--- src/rtl/mem_stage_lsu_pkg.sv ---
// rtl/mem_stage_lsu_pkg.sv - control encodings shared by the MEM stage and its align helper
package mem_stage_lsu_pkg;

    localparam logic [2:0] dm_word          = 3'b000;
    localparam logic [2:0] dm_half          = 3'b001;
    localparam logic [2:0] dm_half_unsigned = 3'b010;
    localparam logic [2:0] dm_byte          = 3'b011;
    localparam logic [2:0] dm_byte_unsigned = 3'b100;

    typedef enum logic [1:0] {
        SZ_BYTE,
        SZ_HALF,
        SZ_WORD
    } acc_size_e;

    // Codes 101-111 fall through to word accesses.
    function automatic acc_size_e dm_size(input logic [2:0] dmtype);
        case (dmtype)
            dm_half, dm_half_unsigned: dm_size = SZ_HALF;
            dm_byte, dm_byte_unsigned: dm_size = SZ_BYTE;
            default:                   dm_size = SZ_WORD;
        endcase
    endfunction

endpackage

--- src/rtl/lsu_align.sv ---
// rtl/lsu_align.sv - byte-lane enables, store replication, load extension, misalign detect
module lsu_align
    import mem_stage_lsu_pkg::*;
(
    input  logic [2:0]  dmtype,
    input  logic [1:0]  addr_lo,
    input  logic [31:0] store_data,
    input  logic [31:0] read_word,
    output logic [3:0]  be,
    output logic [31:0] wdata,
    output logic [31:0] load_data,
    output logic        misaligned
);

    logic [7:0]  lane_b;
    logic [15:0] lane_h;

    assign lane_b = read_word[{addr_lo, 3'b000} +: 8];
    assign lane_h = addr_lo[1] ? read_word[31:16] : read_word[15:0];

    always_comb begin
        be         = 4'b1111;
        wdata      = store_data;
        load_data  = read_word;
        misaligned = 1'b0;
        case (dm_size(dmtype))
            SZ_BYTE: begin
                be        = 4'b0001 << addr_lo;
                wdata     = {4{store_data[7:0]}};
                load_data = (dmtype == dm_byte_unsigned) ? {24'h0, lane_b}
                                                         : {{24{lane_b[7]}}, lane_b};
            end
            SZ_HALF: begin
                be         = addr_lo[1] ? 4'b1100 : 4'b0011;
                wdata      = {2{store_data[15:0]}};
                load_data  = (dmtype == dm_half_unsigned) ? {16'h0, lane_h}
                                                          : {{16{lane_h[15]}}, lane_h};
                misaligned = addr_lo[0];
            end
            default: begin
                misaligned = (addr_lo != 2'b00);
            end
        endcase
    end

endmodule

--- src/rtl/mem_stage_lsu.sv ---
// rtl/mem_stage_lsu.sv - MEM stage: data-memory handshake FSM and MEM/WB register
module mem_stage_lsu
    import mem_stage_lsu_pkg::*;
#(
    parameter int ADDR_W = 32,
    parameter int DATA_W = 32
) (
    input  logic              clk,
    input  logic              rst,
    input  logic              ex_valid,
    input  logic              ex_mem_read,
    input  logic              ex_mem_write,
    input  logic [2:0]        ex_dmtype,
    input  logic [ADDR_W-1:0] ex_addr,
    input  logic [DATA_W-1:0] ex_wdata,
    input  logic [4:0]        ex_rd,
    input  logic              ex_regwrite,
    input  logic [31:0]       ex_pc,
    output logic              mem_stall,
    output logic              dmem_req,
    output logic              dmem_we,
    output logic [3:0]        dmem_be,
    output logic [ADDR_W-1:0] dmem_addr,
    output logic [DATA_W-1:0] dmem_wdata,
    input  logic [DATA_W-1:0] dmem_rdata,
    input  logic              dmem_ack,
    output logic              wb_valid,
    output logic              wb_regwrite,
    output logic [4:0]        wb_rd,
    output logic [DATA_W-1:0] wb_data,
    output logic [31:0]       wb_pc,
    output logic              misalign_exc,
    output logic [ADDR_W-1:0] misalign_addr
);

    typedef enum logic {
        IDLE,
        WAIT_ACK
    } state_e;

    state_e      state, state_next;
    logic [2:0]  lat_dmtype;
    logic [1:0]  lat_off;
    logic [4:0]  lat_rd;
    logic        lat_regwrite;
    logic [31:0] lat_pc;

    logic        accept, mem_op;
    logic [2:0]  al_dmtype;
    logic [1:0]  al_off;
    logic [3:0]  al_be;
    logic [31:0] al_wdata, al_load;
    logic        al_misaligned;

    assign accept    = (state == IDLE) && ex_valid;
    assign mem_op    = ex_mem_read | ex_mem_write;
    assign mem_stall = (state == WAIT_ACK);

    // In IDLE the helper formats the incoming request; while waiting it decodes the returned word.
    assign al_dmtype = (state == IDLE) ? ex_dmtype   : lat_dmtype;
    assign al_off    = (state == IDLE) ? ex_addr[1:0] : lat_off;

    lsu_align u_align (
        .dmtype     (al_dmtype),
        .addr_lo    (al_off),
        .store_data (ex_wdata),
        .read_word  (dmem_rdata),
        .be         (al_be),
        .wdata      (al_wdata),
        .load_data  (al_load),
        .misaligned (al_misaligned)
    );

    always_ff @(posedge clk or negedge rst) begin
        if (!rst) state <= IDLE;
        else      state <= state_next;
    end

    always_comb begin
        state_next = state;
        case (state)
            IDLE:     if (accept && mem_op && !al_misaligned) state_next = WAIT_ACK;
            WAIT_ACK: if (dmem_ack) state_next = IDLE;
            default:  state_next = IDLE;
        endcase
    end

    always_ff @(posedge clk or negedge rst) begin
        if (!rst) begin
            dmem_req      <= 1'b0;
            dmem_we       <= 1'b0;
            dmem_be       <= 4'h0;
            dmem_addr     <= '0;
            dmem_wdata    <= '0;
            wb_valid      <= 1'b0;
            wb_regwrite   <= 1'b0;
            wb_rd         <= 5'd0;
            wb_data       <= '0;
            wb_pc         <= 32'h0;
            misalign_exc  <= 1'b0;
            misalign_addr <= '0;
            lat_dmtype    <= 3'd0;
            lat_off       <= 2'd0;
            lat_rd        <= 5'd0;
            lat_regwrite  <= 1'b0;
            lat_pc        <= 32'h0;
        end else begin
            wb_valid     <= 1'b0;
            misalign_exc <= 1'b0;
            if (accept) begin
                if (!mem_op) begin
                    wb_valid    <= 1'b1;
                    wb_regwrite <= ex_regwrite;
                    wb_rd       <= ex_rd;
                    wb_data     <= ex_addr;
                    wb_pc       <= ex_pc;
                end else if (al_misaligned) begin
                    wb_valid      <= 1'b1;
                    wb_regwrite   <= 1'b0;
                    wb_rd         <= ex_rd;
                    wb_data       <= '0;
                    wb_pc         <= ex_pc;
                    misalign_exc  <= 1'b1;
                    misalign_addr <= ex_addr;
                end else begin
                    dmem_req     <= 1'b1;
                    dmem_we      <= ex_mem_write;
                    dmem_be      <= al_be;
                    dmem_addr    <= {ex_addr[ADDR_W-1:2], 2'b00};
                    dmem_wdata   <= al_wdata;
                    lat_dmtype   <= ex_dmtype;
                    lat_off      <= ex_addr[1:0];
                    lat_rd       <= ex_rd;
                    lat_regwrite <= ex_regwrite;
                    lat_pc       <= ex_pc;
                end
            end else if (state == WAIT_ACK && dmem_ack) begin
                dmem_req    <= 1'b0;
                wb_valid    <= 1'b1;
                wb_regwrite <= dmem_we ? 1'b0 : lat_regwrite;
                wb_rd       <= lat_rd;
                wb_data     <= dmem_we ? '0 : al_load;
                wb_pc       <= lat_pc;
            end
        end
    end

endmodule

--- config.mk ---
export PLATFORM = sky130hd
export DESIGN_NAME = mem_stage_lsu
export DESIGN_NICKNAME = d
export VERILOG_FILES = /design/src/rtl/mem_stage_lsu_pkg.sv /design/src/rtl/lsu_align.sv /design/src/rtl/mem_stage_lsu.sv
export SDC_FILE = /design/constraint.sdc
export NUM_CORES = 1
export LEC_CHECK = 0
export CORE_MARGIN = 3
export CORE_UTILIZATION = 51
export CTS_BUF_LIST = sky130_fd_sc_hd__clkbuf_8
export DETAILED_ROUTE_END_ITERATION = 12
export GPL_TIMING_DRIVEN = 0
export PLACE_DENSITY = 0.86
export RECOVER_POWER = 50
export SLEW_MARGIN = 0
export SYNTH_ARGS = -nofsm -noshare
export SYNTH_HDL_FRONTEND = slang
export SYNTH_SLANG_ARGS = --single-unit
--- constraint.sdc ---
create_clock -name clk -period 6.3 [get_ports clk]
set_input_delay 0.945 -clock clk [delete_from_list [all_inputs] [get_ports clk]]
set_output_delay 0.945 -clock clk [all_outputs]
set_load 0.03 [all_outputs]
==> results.json <==
{
  "run_status": "finished, violations left",
  "violations": "capacitance limit, slew limit",
  "dieHeight_um": 143,
  "grt_pass1_wl_um": 47700,
  "critPathTopFamily": "buffers and inverters",
  "setup_ws_ps": 2610,
  "place_congestion": 0.902,
  "n_antenna_cell": 0,
  "num_io_pins": 318,
  "track_usage_pct": 29.9,
  "p_int_uw": 4500,
  "dp_cells": 1401,
  "multi_input_area_um2": 3880,
  "p_leak_uw": 0.00592,
  "start_kind": "input port",
  "clk_latency_ps": 520,
  "place.port_buffers": 315,
  "max-clock-path-buffers": 3,
  "synth_area_um2": 9630,
  "clk_pin_slew_ps": 50,
  "rsz0062_at_grt": "false",
  "grt_max_degree": 119,
  "routed.top_layer": "met4",
  "cp_slowest_stage_delay_ps": 780,
  "combPwrFrac_pct": 54.7,
  "dpl.hpwl_um": 23200,
  "rows": 49,
  "syn_inst": 855,
  "met3WireLength_um": 3080,
  "arrival_ps": 4090,
  "coreArea_um2": 18300,
  "synth_area_leaders": "dfrtp_1, mux2_2, nand2_1, nor2_1, a31oi_1",
  "postRouteAntennaNets": 0,
  "ys_ff_latch": 216,
  "worst-path-buf-inv": 4,
  "worst_slew_margin_rel_pct": -98.5,
  "drtIter0Drc": 480,
  "swShare_pct": 43.6,
  "start_util_pct": 52.7,
  "synthTopCellsByCount": "dfrtp_1, nand2_1, mux2_2",
  "areaGrowthSynthToFinish_pct": 42.6,
  "grt_pass1_vias": 8726,
  "cts_resized": 0,
  "worst-path-max-fanout": 10,
  "cp_slowest_cell": "mux2i_1",
  "worstMarginPinSlew_ps": 2980,
  "cap_violations": 1,
  "dp_worst_setup_slack_ps": 2190,
  "path_cells": "clkdlybuf4s50_1 -> mux2i_1 -> nand2_1 -> o211a_1 -> a221oi_4 -> inv_2 -> buf_4 -> buf_6 -> a31oi_1",
  "cp.required_ps": 6700,
  "seq_area_frac_synth_pct": 56.1,
  "finalHoldViolations": 0,
  "crit_type": "in2reg",
  "synth_ff_type": "dfrtp_1",
  "cts.sinks": 216,
  "die_x_um": 143,
  "hold_path_class": "reg2reg",
  "synth_edf_count": 0,
  "clock_power_share_pct": 14.4,
  "syn_avg_cell_area_um2": 11.3,
  "power_switching_uw": 3480,
  "hold_buffers": 0,
  "fill_cells": 1251,
  "max_freq_ghz": 0.271,
  "seq_power_share_pct": 30.9,
  "numCtsBuffers": 37,
  "yosysMostFrequentCell": "dfrtp_1",
  "htree_levels": 2,
  "timing.final.crit_period_ps": 3690,
  "drt_wl_total_um": 31500,
  "wire_per_inst_um": 21.7,
  "synth-async-reset-ratio_pct": 100,
  "fin_worst_skew_ps": 28.1,
  "yosys.area.top_type_share_pct": 56.1,
  "nNetsFinal": 1355,
  "holdWs_ps": 469,
  "vias": 8450,
  "endpoint_kind": "flip-flop",
  "viasPerCell": 5.81,
  "vdd_drop_max_v": 0.000441,
  "finalCritPeriodShare_pct": 58.6,
  "drtPass1Iterations": 5,
  "final_area_um2": 13700,
  "ys_types": 49,
  "synth_top_area_cell": "dfrtp_1",
  "final_max_slew_viol_count": 118,
  "postCtsSetupBuffers": 0,
  "regArea_um2": 5410,
  "antenna_found_initial": 0,
  "drc_errors": 0,
  "fin_cells": 1455,
  "wl_met2_um": 15100,
  "yosysWarnings": 0,
  "drt-met1-wl_um": 11800,
  "cts_tree": "built",
  "grt_remaining_overflow": 0,
  "drive_gt1_share_pct": 16.4,
  "finalSetupViolCount": 0,
  "powerDensity_nw_per_um2": 581,
  "place_area_um2": 13100,
  "die-area_um2": 20600,
  "cts_root_buf": "clkbuf_8"
}
tightest hold or removal path, cell delays in order, from the launching register on:
cell and delay [ps]:
dfrtp_1 330, nand2_1 40, o21ai_0 60
sequential cells by signal, indices dropped and copies added, names as in the netlist, 2 cells and up:
| register | cells |
|---|---|
| wb_data | 32 |
| lat_rd | 5 |
| misalign_addr | 32 |
| wb_rd | 5 |
| lat_off | 2 |
| lat_pc | 32 |
| lat_dmtype | 3 |
| wb_pc | 32 |
| dmem_be | 4 |
| dmem_wdata | 32 |
| dmem_addr | 30 |
through the flow:
stage / utilization [%] / power (µW) / setup TNS (ps)
3_5_place_dp: 71.7 / 6940 / 0
4_1_cts: 75.2 / 8110 / 0
6_report: 75.2 / 7980 / 0
5_1_grt: 75.2 / 8400 / 0
2_1_floorplan: - / 5110 / 0
3_3_place_gp: 71.5 / 6800 / -1050840
per-layer routing:
| metal | track usage (%) | up-vias |
|---|---|---|
| met5 | 0 | - |
| met4 | 14.6 | 0 |
| met3 | 8.85 | 99 |
| met2 | 49.0 | 457 |
| met1 | 36.4 | 4107 |
| li1 | - | 3787 |
cells in the final DEF, fill, tap and decap left out, types with 28 or more instances in the layout:
| cell type | synthesis | routed |
|---|---|---|
| clkbuf_8 | 0 | 43 |
| nand2_1 | 121 | 121 |
| clkbuf_1 | 28 | 28 |
| dfrtp_1 | 216 | 216 |
| clkdlybuf4s50_1 | 0 | 228 |
| mux2_2 | 114 | 114 |
| o21ai_0 | 30 | 30 |
| dlygate4sd3_1 | 0 | 86 |
| nor2_1 | 104 | 104 |
| a31oi_1 | 38 | 38 |
worst paths after layout:
kind	from	end	slack (ps)	cells past startpoint
hold reg to reg	dmem_wdata[23]	dmem_wdata[23]	470	2
setup reg to reg	mem_stall	wb_pc[26]	3040	9
max in group asynchronous	rst	dmem_addr[12]	3170	1
setup / recovery	ex_addr[0]	wb_pc[26]	2610	9
min in group asynchronous	rst	wb_pc[11]	1350	1
hold / removal	dmem_wdata[23]	dmem_wdata[23]	470	2
power by group through the flow:
stage | Combinational (µW) | Clock [µW] | Sequential [µW]
2_1_floorplan | 1560 | 0 | 3540
3_3_place_gp | 4360 | 0 | 2450
3_5_place_dp | 4450 | 0 | 2490
4_1_cts | 4480 | 1160 | 2470
5_1_grt | 4630 | 1220 | 2540
6_report | 4370 | 1150 | 2470
final cells by class:
class                   instances  share of cell area, %
multi-input cells             573                   28.3
clock buffers                  43                   4.31
repair buffers                317                   23.2
well taps                     229                   2.09
clock inverters                10                  0.282
flip-flops and latches        216                   39.4
plain buffers                  60                   2.31
inverters                       7                  0.191
kinds of logic (layout without fill, tap and decap cells):
family,after synthesis,in the layout,share of synthesized area (%)
buffers and inverters,67,437,3.56
muxes,140,140,16.7
and+or+nand+nor,249,249,10.4
DFF,216,216,56.1
adders and majority gates,1,1,0.117
AOI/OAI and AO/OA,179,179,12.9
other,1,2,0.0389
xor gates and xnor gates,2,2,0.182
Note: power is estimated with default switching activity, not from simulation.
